### src/rtl/mem_arb_pkg.sv
// Shared encodings and latency bounds for the unified-memory port arbiter.
package mem_arb_pkg;

    localparam logic [1:0] ST_IDLE  = 2'd0;
    localparam logic [1:0] ST_ISSUE = 2'd1;
    localparam logic [1:0] ST_WAIT  = 2'd2;
    localparam logic [1:0] ST_DONE  = 2'd3;

    typedef enum logic [1:0] {
        IDLE  = ST_IDLE,
        ISSUE = ST_ISSUE,
        WAIT  = ST_WAIT,
        DONE  = ST_DONE
    } arb_state_t;

    localparam logic GNT_IF = 1'b0;
    localparam logic GNT_D  = 1'b1;

    localparam int unsigned MEM_LAT_MIN = 1;
    localparam int unsigned MEM_LAT_MAX = 15;
    localparam int unsigned CNT_W       = 4;

    // Counter preload (latency - 1), clamped into the legal latency range.
    function automatic logic [CNT_W-1:0] lat_load(input int unsigned lat);
        int unsigned l;
        l = lat;
        if (l < MEM_LAT_MIN) l = MEM_LAT_MIN;
        if (l > MEM_LAT_MAX) l = MEM_LAT_MAX;
        return CNT_W'(l - 1);
    endfunction

endpackage

### src/rtl/arb_rr2.sv
// Two-way round-robin picker between fetch and data requests.
module arb_rr2
    import mem_arb_pkg::*;
(
    input  logic if_req,
    input  logic d_req,
    input  logic last_grant,
    output logic gnt_valid,
    output logic gnt_id
);

    // On contention the requester not served last wins.
    always_comb begin
        gnt_valid = if_req | d_req;
        gnt_id    = GNT_IF;
        if (if_req && d_req) begin
            gnt_id = (last_grant == GNT_IF) ? GNT_D : GNT_IF;
        end else if (d_req) begin
            gnt_id = GNT_D;
        end
    end

endmodule

### src/rtl/mem_port_arbiter.sv
// Shares one single-ported memory between instruction fetch and the MEM stage,
// sequencing grant/issue/wait/capture/ack and producing pipeline stalls.
module mem_port_arbiter
    import mem_arb_pkg::*;
#(
    parameter int unsigned ADDR_W  = 32,
    parameter int unsigned DATA_W  = 32,
    parameter int unsigned MEM_LAT = 2
) (
    input  logic              clk,
    input  logic              rst,
    input  logic              if_req,
    input  logic [ADDR_W-1:0] if_addr,
    output logic [DATA_W-1:0] if_rdata,
    output logic              if_ack,
    input  logic              d_req,
    input  logic              d_we,
    input  logic [ADDR_W-1:0] d_addr,
    input  logic [DATA_W-1:0] d_wdata,
    output logic [DATA_W-1:0] d_rdata,
    output logic              d_ack,
    output logic              mem_en,
    output logic              mem_we,
    output logic [ADDR_W-1:0] mem_addr,
    output logic [DATA_W-1:0] mem_wdata,
    input  logic [DATA_W-1:0] mem_rdata,
    output logic              stall_if,
    output logic              stall_pipe
);

    localparam logic [CNT_W-1:0] LAT_LOAD = lat_load(MEM_LAT);
    localparam bit               LAT_GT1  = (MEM_LAT > 1);

    arb_state_t        state, state_d;
    logic [CNT_W-1:0]  cnt, cnt_d;
    logic              gnt_id_q, gnt_id_d;
    logic              last_grant, last_grant_d;
    logic              acc_we, acc_we_d;
    logic              mem_en_d, mem_we_d;
    logic [ADDR_W-1:0] mem_addr_d;
    logic [DATA_W-1:0] mem_wdata_d;
    logic              if_ack_d, d_ack_d;
    logic [DATA_W-1:0] if_rdata_q, if_rdata_d;
    logic [DATA_W-1:0] d_rdata_q, d_rdata_d;
    logic              arb_valid, arb_id;

    arb_rr2 u_arb (
        .if_req     (if_req),
        .d_req      (d_req),
        .last_grant (last_grant),
        .gnt_valid  (arb_valid),
        .gnt_id     (arb_id)
    );

    // Next-state, counter and register-file update.
    always_comb begin
        state_d      = state;
        cnt_d        = cnt;
        gnt_id_d     = gnt_id_q;
        last_grant_d = last_grant;
        acc_we_d     = acc_we;
        mem_en_d     = 1'b0;
        mem_we_d     = 1'b0;
        mem_addr_d   = mem_addr;
        mem_wdata_d  = mem_wdata;
        if_ack_d     = 1'b0;
        d_ack_d      = 1'b0;
        if_rdata_d   = if_rdata_q;
        d_rdata_d    = d_rdata_q;

        unique case (state)
            IDLE: begin
                if (arb_valid) begin
                    state_d  = ISSUE;
                    gnt_id_d = arb_id;
                    mem_en_d = 1'b1;
                    if (arb_id == GNT_D) begin
                        acc_we_d    = d_we;
                        mem_we_d    = d_we;
                        mem_addr_d  = d_addr;
                        mem_wdata_d = d_wdata;
                    end else begin
                        acc_we_d    = 1'b0;
                        mem_addr_d  = if_addr;
                        mem_wdata_d = '0;
                    end
                end
            end
            ISSUE: begin
                cnt_d = LAT_LOAD;
                if (LAT_GT1) begin
                    state_d  = WAIT;
                    mem_we_d = acc_we;
                end else begin
                    state_d  = DONE;
                    if_ack_d = (gnt_id_q == GNT_IF);
                    d_ack_d  = (gnt_id_q == GNT_D);
                end
            end
            WAIT: begin
                if (cnt <= CNT_W'(1)) begin
                    cnt_d    = '0;
                    state_d  = DONE;
                    if_ack_d = (gnt_id_q == GNT_IF);
                    d_ack_d  = (gnt_id_q == GNT_D);
                end else begin
                    cnt_d    = cnt - CNT_W'(1);
                    mem_we_d = acc_we;
                end
            end
            DONE: begin
                // Read data is live this cycle; stores leave d_rdata alone.
                if (gnt_id_q == GNT_IF) begin
                    if_rdata_d = mem_rdata;
                end else if (!acc_we) begin
                    d_rdata_d = mem_rdata;
                end
                last_grant_d = gnt_id_q;
                state_d      = IDLE;
            end
            default: begin
                state_d = IDLE;
            end
        endcase
    end

    always_ff @(posedge clk) begin
        if (rst) begin
            state      <= IDLE;
            cnt        <= '0;
            gnt_id_q   <= GNT_IF;
            last_grant <= GNT_IF;
            acc_we     <= 1'b0;
            mem_en     <= 1'b0;
            mem_we     <= 1'b0;
            mem_addr   <= '0;
            mem_wdata  <= '0;
            if_ack     <= 1'b0;
            d_ack      <= 1'b0;
            if_rdata_q <= '0;
            d_rdata_q  <= '0;
        end else begin
            state      <= state_d;
            cnt        <= cnt_d;
            gnt_id_q   <= gnt_id_d;
            last_grant <= last_grant_d;
            acc_we     <= acc_we_d;
            mem_en     <= mem_en_d;
            mem_we     <= mem_we_d;
            mem_addr   <= mem_addr_d;
            mem_wdata  <= mem_wdata_d;
            if_ack     <= if_ack_d;
            d_ack      <= d_ack_d;
            if_rdata_q <= if_rdata_d;
            d_rdata_q  <= d_rdata_d;
        end
    end

    // Memory data is only valid in DONE, so the ack cycle forwards it directly.
    assign if_rdata = if_ack ? mem_rdata : if_rdata_q;
    assign d_rdata  = (d_ack && !acc_we) ? mem_rdata : d_rdata_q;

    assign stall_if   = if_req & ~if_ack;
    assign stall_pipe = d_req & ~d_ack;

endmodule

### config.mk
export PLATFORM = sky130hd
export DESIGN_NAME = mem_port_arbiter
export DESIGN_NICKNAME = d
export VERILOG_FILES = /design/src/rtl/mem_arb_pkg.sv /design/src/rtl/arb_rr2.sv /design/src/rtl/mem_port_arbiter.sv
export SDC_FILE = /design/constraint.sdc
export NUM_CORES = 1
export LEC_CHECK = 0
export CELL_PAD_IN_SITES_DETAIL_PLACEMENT = 0
export CELL_PAD_IN_SITES_GLOBAL_PLACEMENT = 1
export CORE_ASPECT_RATIO = 0.9
export CORE_MARGIN = 2
export CORE_UTILIZATION = 27
export CTS_CLUSTER_DIAMETER = 30
export DETAILED_ROUTE_END_ITERATION = 8
export PLACE_DENSITY_LB_ADDON = 0.05
export SLEW_MARGIN = 5
export SYNTH_ARGS = -nofsm -noshare
export SYNTH_HDL_FRONTEND = slang
export SYNTH_SLANG_ARGS = --single-unit
### constraint.sdc
create_clock -name clk -period 1.6 [get_ports clk]
set_input_delay 0.32 -clock clk [delete_from_list [all_inputs] [get_ports clk]]
set_output_delay 0.32 -clock clk [all_outputs]
set_load 0.02 [all_outputs]
==> flow_metrics.env, run 1 <==
export IMPL_r2r_cells=6
export IMPL_clkLatencyLatePin_ps=420
export IMPL_synthCells=677
export IMPL_synth_top_area_share_pct=46.8
export IMPL_setup_violations_final=66
export IMPL_design_area_sq_um=10600
export IMPL_drv_slew=0
export IMPL_drive_gt1_share_pct=27.1
export IMPL_grt_pass1_wl_um=32500
export IMPL_regToRegEndpoint="cnt[3]"
export IMPL_core_sq_um=21800
export IMPL_fill_cells=2083
export IMPL_wl_per_cell_um=16.1
export IMPL_synth_seq_cells=141
export IMPL_clock_sinks=141
export IMPL_ir_drop_mv=0.679
export IMPL_post_dp_cell_area_sq_um=9490
export IMPL_drt_total_wl_um=20800
export IMPL_synth_most_common_cell="dfxtp_1"
export IMPL_grt_pass1_vias=6224
export IMPL_diodes=0
export IMPL_ys_seq_area_share_pct=46.8
export IMPL_r2r_start="cnt[1]"
export IMPL_drt_iter0_markers=217
export IMPL_status="finished with violations"
export IMPL_clockRootBuffer="clkbuf_16"
export IMPL_cp_end_kind="output port"
export IMPL_antenna_left=0
export IMPL_netlist_area_sq_um=6030
export IMPL_ctsHoldBuffers=0
export IMPL_fin_ws_ps=-388
export IMPL_max_cap_viol_count=0
export IMPL_routabilityCongestion=0.768
export IMPL_violations="negative setup slack"
export IMPL_post_route_util_pct=48.7
export IMPL_path_clk_slew_ps=60
export IMPL_dieHeight_um=146
export IMPL_cp_max_fo=6
export IMPL_start_kind="flop"
export IMPL_rrSetupSlack_ps=30
export IMPL_cts_buffers=17
export IMPL_die_area_sq_um=23500
export IMPL_rsz0062_at_grt="true"
export IMPL_cts_buffer_depth=2
export IMPL_hold_viol=0
export IMPL_ys_top_cells_by_count="dfxtp_1 (141), nand2_1 (133), a21oi_1 (73), nor2_1 (73), mux2_2 (62)"
export IMPL_p_per_area_nw_per_um2=1300
export IMPL_dp_hpwl_um=14200
export IMPL_crit_type="reg2out"
export IMPL_grt_start_max_net_pins=49
export IMPL_worstPathRequired_ps=1280
export IMPL_portBuffers=266
export IMPL_holdWs_ps=267
export IMPL_dp_cells=1239
export IMPL_max_slew_worst_pin_slew_ps=315
export IMPL_start_util_pct=27.7
export IMPL_endpoint="if_rdata[13]"
export IMPL_final_cells=1293
export IMPL_arrival_ps=1670
export IMPL_relSlewSlack_pct=78.7
export IMPL_h_tree_depth=4
export IMPL_yosys_warnings=0
export IMPL_fin_crit_ps=1990
export IMPL_vias=5965
export IMPL_rows=51
export IMPL_pin_count=267
export IMPL_track_usage_pct=17.3
export IMPL_fin_nets=1128
export IMPL_antenna_found_initial=0
export IMPL_synth_area_leader_cell="dfxtp_1"
export IMPL_syn_avg_cell_area_sq_um=8.90
export IMPL_gr_total_overflow=0
export IMPL_drc=0
export IMPL_post_route_period_util_pct=124
export IMPL_finalPower_mw=13.8
export IMPL_ys_flop_type="dfxtp_1"
export IMPL_syn_num_nets=816
export IMPL_fin_worst_skew_ps=9.27
export IMPL_synth_async_sr_flop_share_pct=0
export IMPL_die_x_um=161
export IMPL_dr_pass1_iters=4
export IMPL_synth_area_leaders="dfxtp_1 (47%), mux2_2 (12%), nand2_1 (8.3%), a21oi_1 (6.1%), mux2i_1 (5.5%)"
export IMPL_avgViaCountPerCell=4.61
export IMPL_synth_edf_count=0
export IMPL_power_leakage_nw=4.46
export IMPL_cp_startpoint="if_ack"
export IMPL_max_freq_mhz=503
export IMPL_cts_tree="built"
export IMPL_yosysUniqueCellTypes=33
export IMPL_hold_path_class="in2reg"
export IMPL_syn_to_final_growth_pct=75.9
-- routing by layer --
metal	vias up	global-route usage [%]	part of all wire, %
met2	159	29.5	48
met5	-	0	0
met4	0	4.73	0.95
met1	2841	20.8	45
li1	2949	-	-
met3	16	5.64	6.8
-- worst min-delay path by stage --
stage                               from              to  slack, ps  cells past startpoint
after floorplan             d_rdata_q[0]    d_rdata_q[0]        430                      2
after global placement    if_rdata_q[15]  if_rdata_q[15]        440                      2
after detailed placement   if_rdata_q[6]   if_rdata_q[6]        450                      2
after CTS                            rst   mem_wdata[26]        250                      2
after global routing                 rst   mem_wdata[24]        270                      2
final                                rst          cnt[3]        270                      2
-- critical path, cell delays in order (launching register included) --
cell and delay, ps:
dfxtp_4 350, buf_12 130, buf_6 110, buf_8 120
buf_6 110, mux2_4 290, buf_6 130
-- cell type report --
class	instances	area [sq um]	area share, %
Sequential cell	141	2840	26.7
Timing Repair Buffer	349	3560	33.6
Clock buffer	20	437	4.12
Clock inverter	12	160	1.51
Multi-Input combinational cell	475	3230	30.4
Tap cell	291	364	3.43
Inverter	5	21.3	0.201
-- metrics by stage --
stage	setup TNS [ps]	setup slack (ps)
floorplan	-36.5	-1.82
global placement	-36340	-405
detailed placement	-39220	-411
CTS	-21950	-578
global route	-23320	-443
finish	-19930	-388
-- layout by cell type (no fill, tap or decap), types with 2 or more instances in the layout --
cell type	count
nor2_1	72
mux2_2	13
buf_6	66
ha_1	3
a211oi_1	33
buf_2	5
dlygate4sd2_1	66
nand2_1	133
inv_6	3
a21oi_2	2
nand2b_1	5
dfxtp_2	4
mux2_4	51
clkbuf_1	3
inv_1	3
buf_8	4
a21oi_1	71
o21ai_0	2
clkinvlp_4	4
mux2i_1	33
ha_4	2
clkbuf_16	20
a22oi_1	32
dfxtp_1	135
nor2b_4	4
dfxtp_4	2
clkdlybuf4s50_1	131
buf_12	17
bufinv_16	3
buf_4	56
-- flip-flops by register name (all words and copies together) (netlist names) --
name / cells
d_rdata_q: 32
if_rdata_q: 32
mem_addr: 32
mem_wdata: 32
cnt: 4
state: 2
acc_we: 1
d_ack: 1
gnt_id_q: 1
if_ack: 1
last_grant: 1
mem_en: 1
mem_we: 1
-- logic make-up (layout without fill, tap and decap cells) --
kind of cell	count (synthesis)	in the layout	share of synthesized area, %
flops	141	141	46.8
buf+inv	61	386	4.36
compound gates	145	145	14.9
fa+ha+maj	6	6	1.25
mux	97	97	17.4
simple gates	227	227	15.2
-- repair_timing --
item                       in CTS  in global routing
buffers inserted               10                 12
pin swaps                       4                  3
gates cloned                    0                  4
resized for setup             395                153
setup endpoints to repair     136                 89
-- report_power, final --
| part | internal, mW | total (mW) | switching, mW |
|---|---|---|---|
| clock | 2.47 | 4.07 | 1.60 |
| combinational | 2.52 | 5.30 | 2.77 |
| sequential | 4.11 | 4.42 | 0.309 |
No activity file was read; power rests on OpenSTA's default activity.
==> run 2: changes to the inputs <==
--- a/config.mk
+++ b/config.mk
@@ -7,7 +7,7 @@
 export LEC_CHECK = 0
 export CELL_PAD_IN_SITES_DETAIL_PLACEMENT = 0
 export CELL_PAD_IN_SITES_GLOBAL_PLACEMENT = 1
-export CORE_ASPECT_RATIO = 0.9
+export CORE_ASPECT_RATIO = 0.8
 export CORE_MARGIN = 2
 export CORE_UTILIZATION = 27
 export CTS_CLUSTER_DIAMETER = 30
==> run 2 against run 1 <==
  * Clock skew increased by 3.4 ps
  * Flip-flop and latch count unchanged
  * Final cell count increased by 0.85%
  * Fmax increased by 0.92%
  * Sequential power about the same
  * Highest routed layer unchanged
  * Sequential share of layout area decreased by 0.61 points
  * Non-clock buffer count increased by 2
  * The run still ends with negative setup slack left
==> flow_metrics.env, run 2 (synthesis results as in run 1) <==
export IMPL_clockRootBuffer="clkbuf_16"
export IMPL_dp_hpwl_um=13800
export IMPL_hold_path_class="in2reg"
export IMPL_gr_total_overflow=0
export IMPL_critPathBufInv=3
export IMPL_clkLatencyLatePin_ps=420
export IMPL_r2r_start="cnt[0]"
export IMPL_drt_total_wl_um=21900
export IMPL_max_freq_mhz=508
export IMPL_crit_slowest_cell="dfxtp_2"
export IMPL_pin_count=267
export IMPL_crit_type="reg2out"
export IMPL_grt_pass1_vias=5831
export IMPL_drive_gt1_share_pct=27.2
export IMPL_drv_slew=0
export IMPL_max_cap_viol_count=0
export IMPL_rsz0062_at_grt="true"
export IMPL_drt_iter0_markers=297
export IMPL_holdWs_ps=343
export IMPL_drc=0
export IMPL_cts_buffer_depth=2
export IMPL_antenna_found_initial=0
export IMPL_avgViaCountPerCell=4.62
export IMPL_power_frac_clock_pct=28.7
export IMPL_cp_slowest_stage_delay_ps=320
export IMPL_power_leakage_nw=4.53
export IMPL_fin_worst_skew_ps=12.6
export IMPL_syn_to_final_growth_pct=79.8
export IMPL_final_cells=1304
export IMPL_cp_end_kind="output port"
export IMPL_worstPathRequired_ps=1280
export IMPL_hold_path_depth=2
export IMPL_die_area_sq_um=23500
export IMPL_routabilityCongestion=0.751
export IMPL_post_route_period_util_pct=123
export IMPL_holdCritStartpoint="rst"
export IMPL_p_int_mw=9.44
export IMPL_design_area_sq_um=10800
export IMPL_core_sq_um=21700
export IMPL_whs_endpoint="gnt_id_q"
export IMPL_comb_power_share_pct=40.6
export IMPL_final_cell_mix="dfxtp_1 (137), nand2_1 (133), clkdlybuf4s50_1 (131), buf_6 (73), nor2_1 (72)"
export IMPL_track_usage_pct=17.0
export IMPL_p_sw_mw=4.87
export IMPL_cts_buffers=17
export IMPL_start_kind="flop"
export IMPL_max_slew_worst_pin_slew_ps=430
export IMPL_ir_drop_mv=0.697
export IMPL_path_clk_slew_ps=60
export IMPL_die_x_um=171
export IMPL_dp_cells=1248
export IMPL_post_dp_cell_area_sq_um=9490
export IMPL_cp_max_fo=6
export IMPL_crit_chain="nor2b_4 > buf_12 > clkbuf_16 > mux2_4 > buf_6"
export IMPL_portBuffers=266
export IMPL_h_tree_depth=4
export IMPL_status="finished with violations"
export IMPL_clock_sinks=141
export IMPL_swShare_pct=34.0
export IMPL_wl_per_cell_um=16.8
export IMPL_violations="negative setup slack"
export IMPL_fin_crit_ps=1970
export IMPL_grt_pass1_wl_um=31200
export IMPL_dr_pass1_iters=4
export IMPL_cp_top_family="buffers and inverters"
export IMPL_p_per_area_nw_per_um2=1320
export IMPL_hold_viol=0
export IMPL_place_ws_ps=-376
export IMPL_fin_ws_ps=-370
export IMPL_final_common_cell="dfxtp_1"
export IMPL_vias=6024
export IMPL_antenna_left=0
export IMPL_diodes=0
export IMPL_ctsHoldBuffers=0
export IMPL_r2r_cells=4
export IMPL_power_frac_seq_pct=30.7
export IMPL_arrival_ps=1650
export IMPL_fin_nets=1130
export IMPL_cts_tree="built"
export IMPL_regToRegEndpoint="cnt[3]"
export IMPL_rrSetupSlack_ps=40
export IMPL_dieHeight_um=138
export IMPL_start_util_pct=27.7
export IMPL_rows=48
export IMPL_relSlewSlack_pct=71.3
export IMPL_setup_violations_final=64
export IMPL_grt_start_max_net_pins=55
run 2: changes by cell type in the layout (fill, tap and decap cells not counted), sizes merged:
| cell | previous run | this run |
|---|---|---|
| buf | 148 | 146 |
| clkbuf | 24 | 26 |
| clkdlybuf4s15 | 0 | 1 |
| clkinvlp | 4 | 3 |
| dlygate4sd2 | 66 | 67 |
| inv | 8 | 9 |
run 2: metrics by stage:
step | power, mW | TNS (ps) | util (%)
2_1_floorplan | 7.20 | -36.5 | -
3_3_place_gp | 9.65 | -39980 | 43.7
3_5_place_dp | 9.74 | -40730 | 43.7
4_1_cts | 13.7 | -22910 | 45.9
5_1_grt | 15.1 | -22270 | 49.8
6_report | 14.3 | -18880 | 49.8
run 2: layer usage:
layer	global-route usage (%)	vias to the layer above	wire length [um]
met5	0	-	0
li1	-	2951	-
met4	5.93	0	289
met3	4.91	20	1480
met2	27.7	200	10000
met1	21.5	2853	10100
run 2: area by class of cell:
class,count,area [sq um]
fillers,2051,10900
repair buffers,351,3730
multi-input cells,475,3270
clock buffers,20,447
well taps,300,375
inverters,5,18.8
clock inverters,12,158
flip-flops and latches,141,2830
run 2: power groups by stage:
| stage | logic, mW | clock network, mW | registers [mW] |
|---|---|---|---|
| final | 5.81 | 4.11 | 4.40 |
| after global routing | 6.27 | 4.37 | 4.47 |
| after CTS | 5.06 | 4.21 | 4.39 |
| after detailed placement | 5.27 | 0 | 4.47 |
| after global placement | 5.19 | 0 | 4.46 |
| after floorplan | 2.22 | 0 | 4.98 |
run 2: worst max path at each step:
stage / from / to / cells after the start
final: d_ack / d_rdata[25] / 5
after floorplan: if_ack / if_rdata[10] / 3
after global placement: d_req / mem_addr[24] / 6
after detailed placement: d_req / mem_addr[20] / 6
after CTS: d_ack / d_rdata[2] / 4
after global routing: d_ack / d_rdata[25] / 5
run 2: repair_timing:
| action | 4_1_cts | 5_1_grt |
|---|---|---|
| endpoints found under the hold margin | 0 | 0 |
| setup buffers | 8 | 9 |
| gates cloned | 2 | 7 |
| pin swaps | 4 | 2 |
| resized for setup | 358 | 214 |
| endpoints found under the setup margin | 135 | 105 |
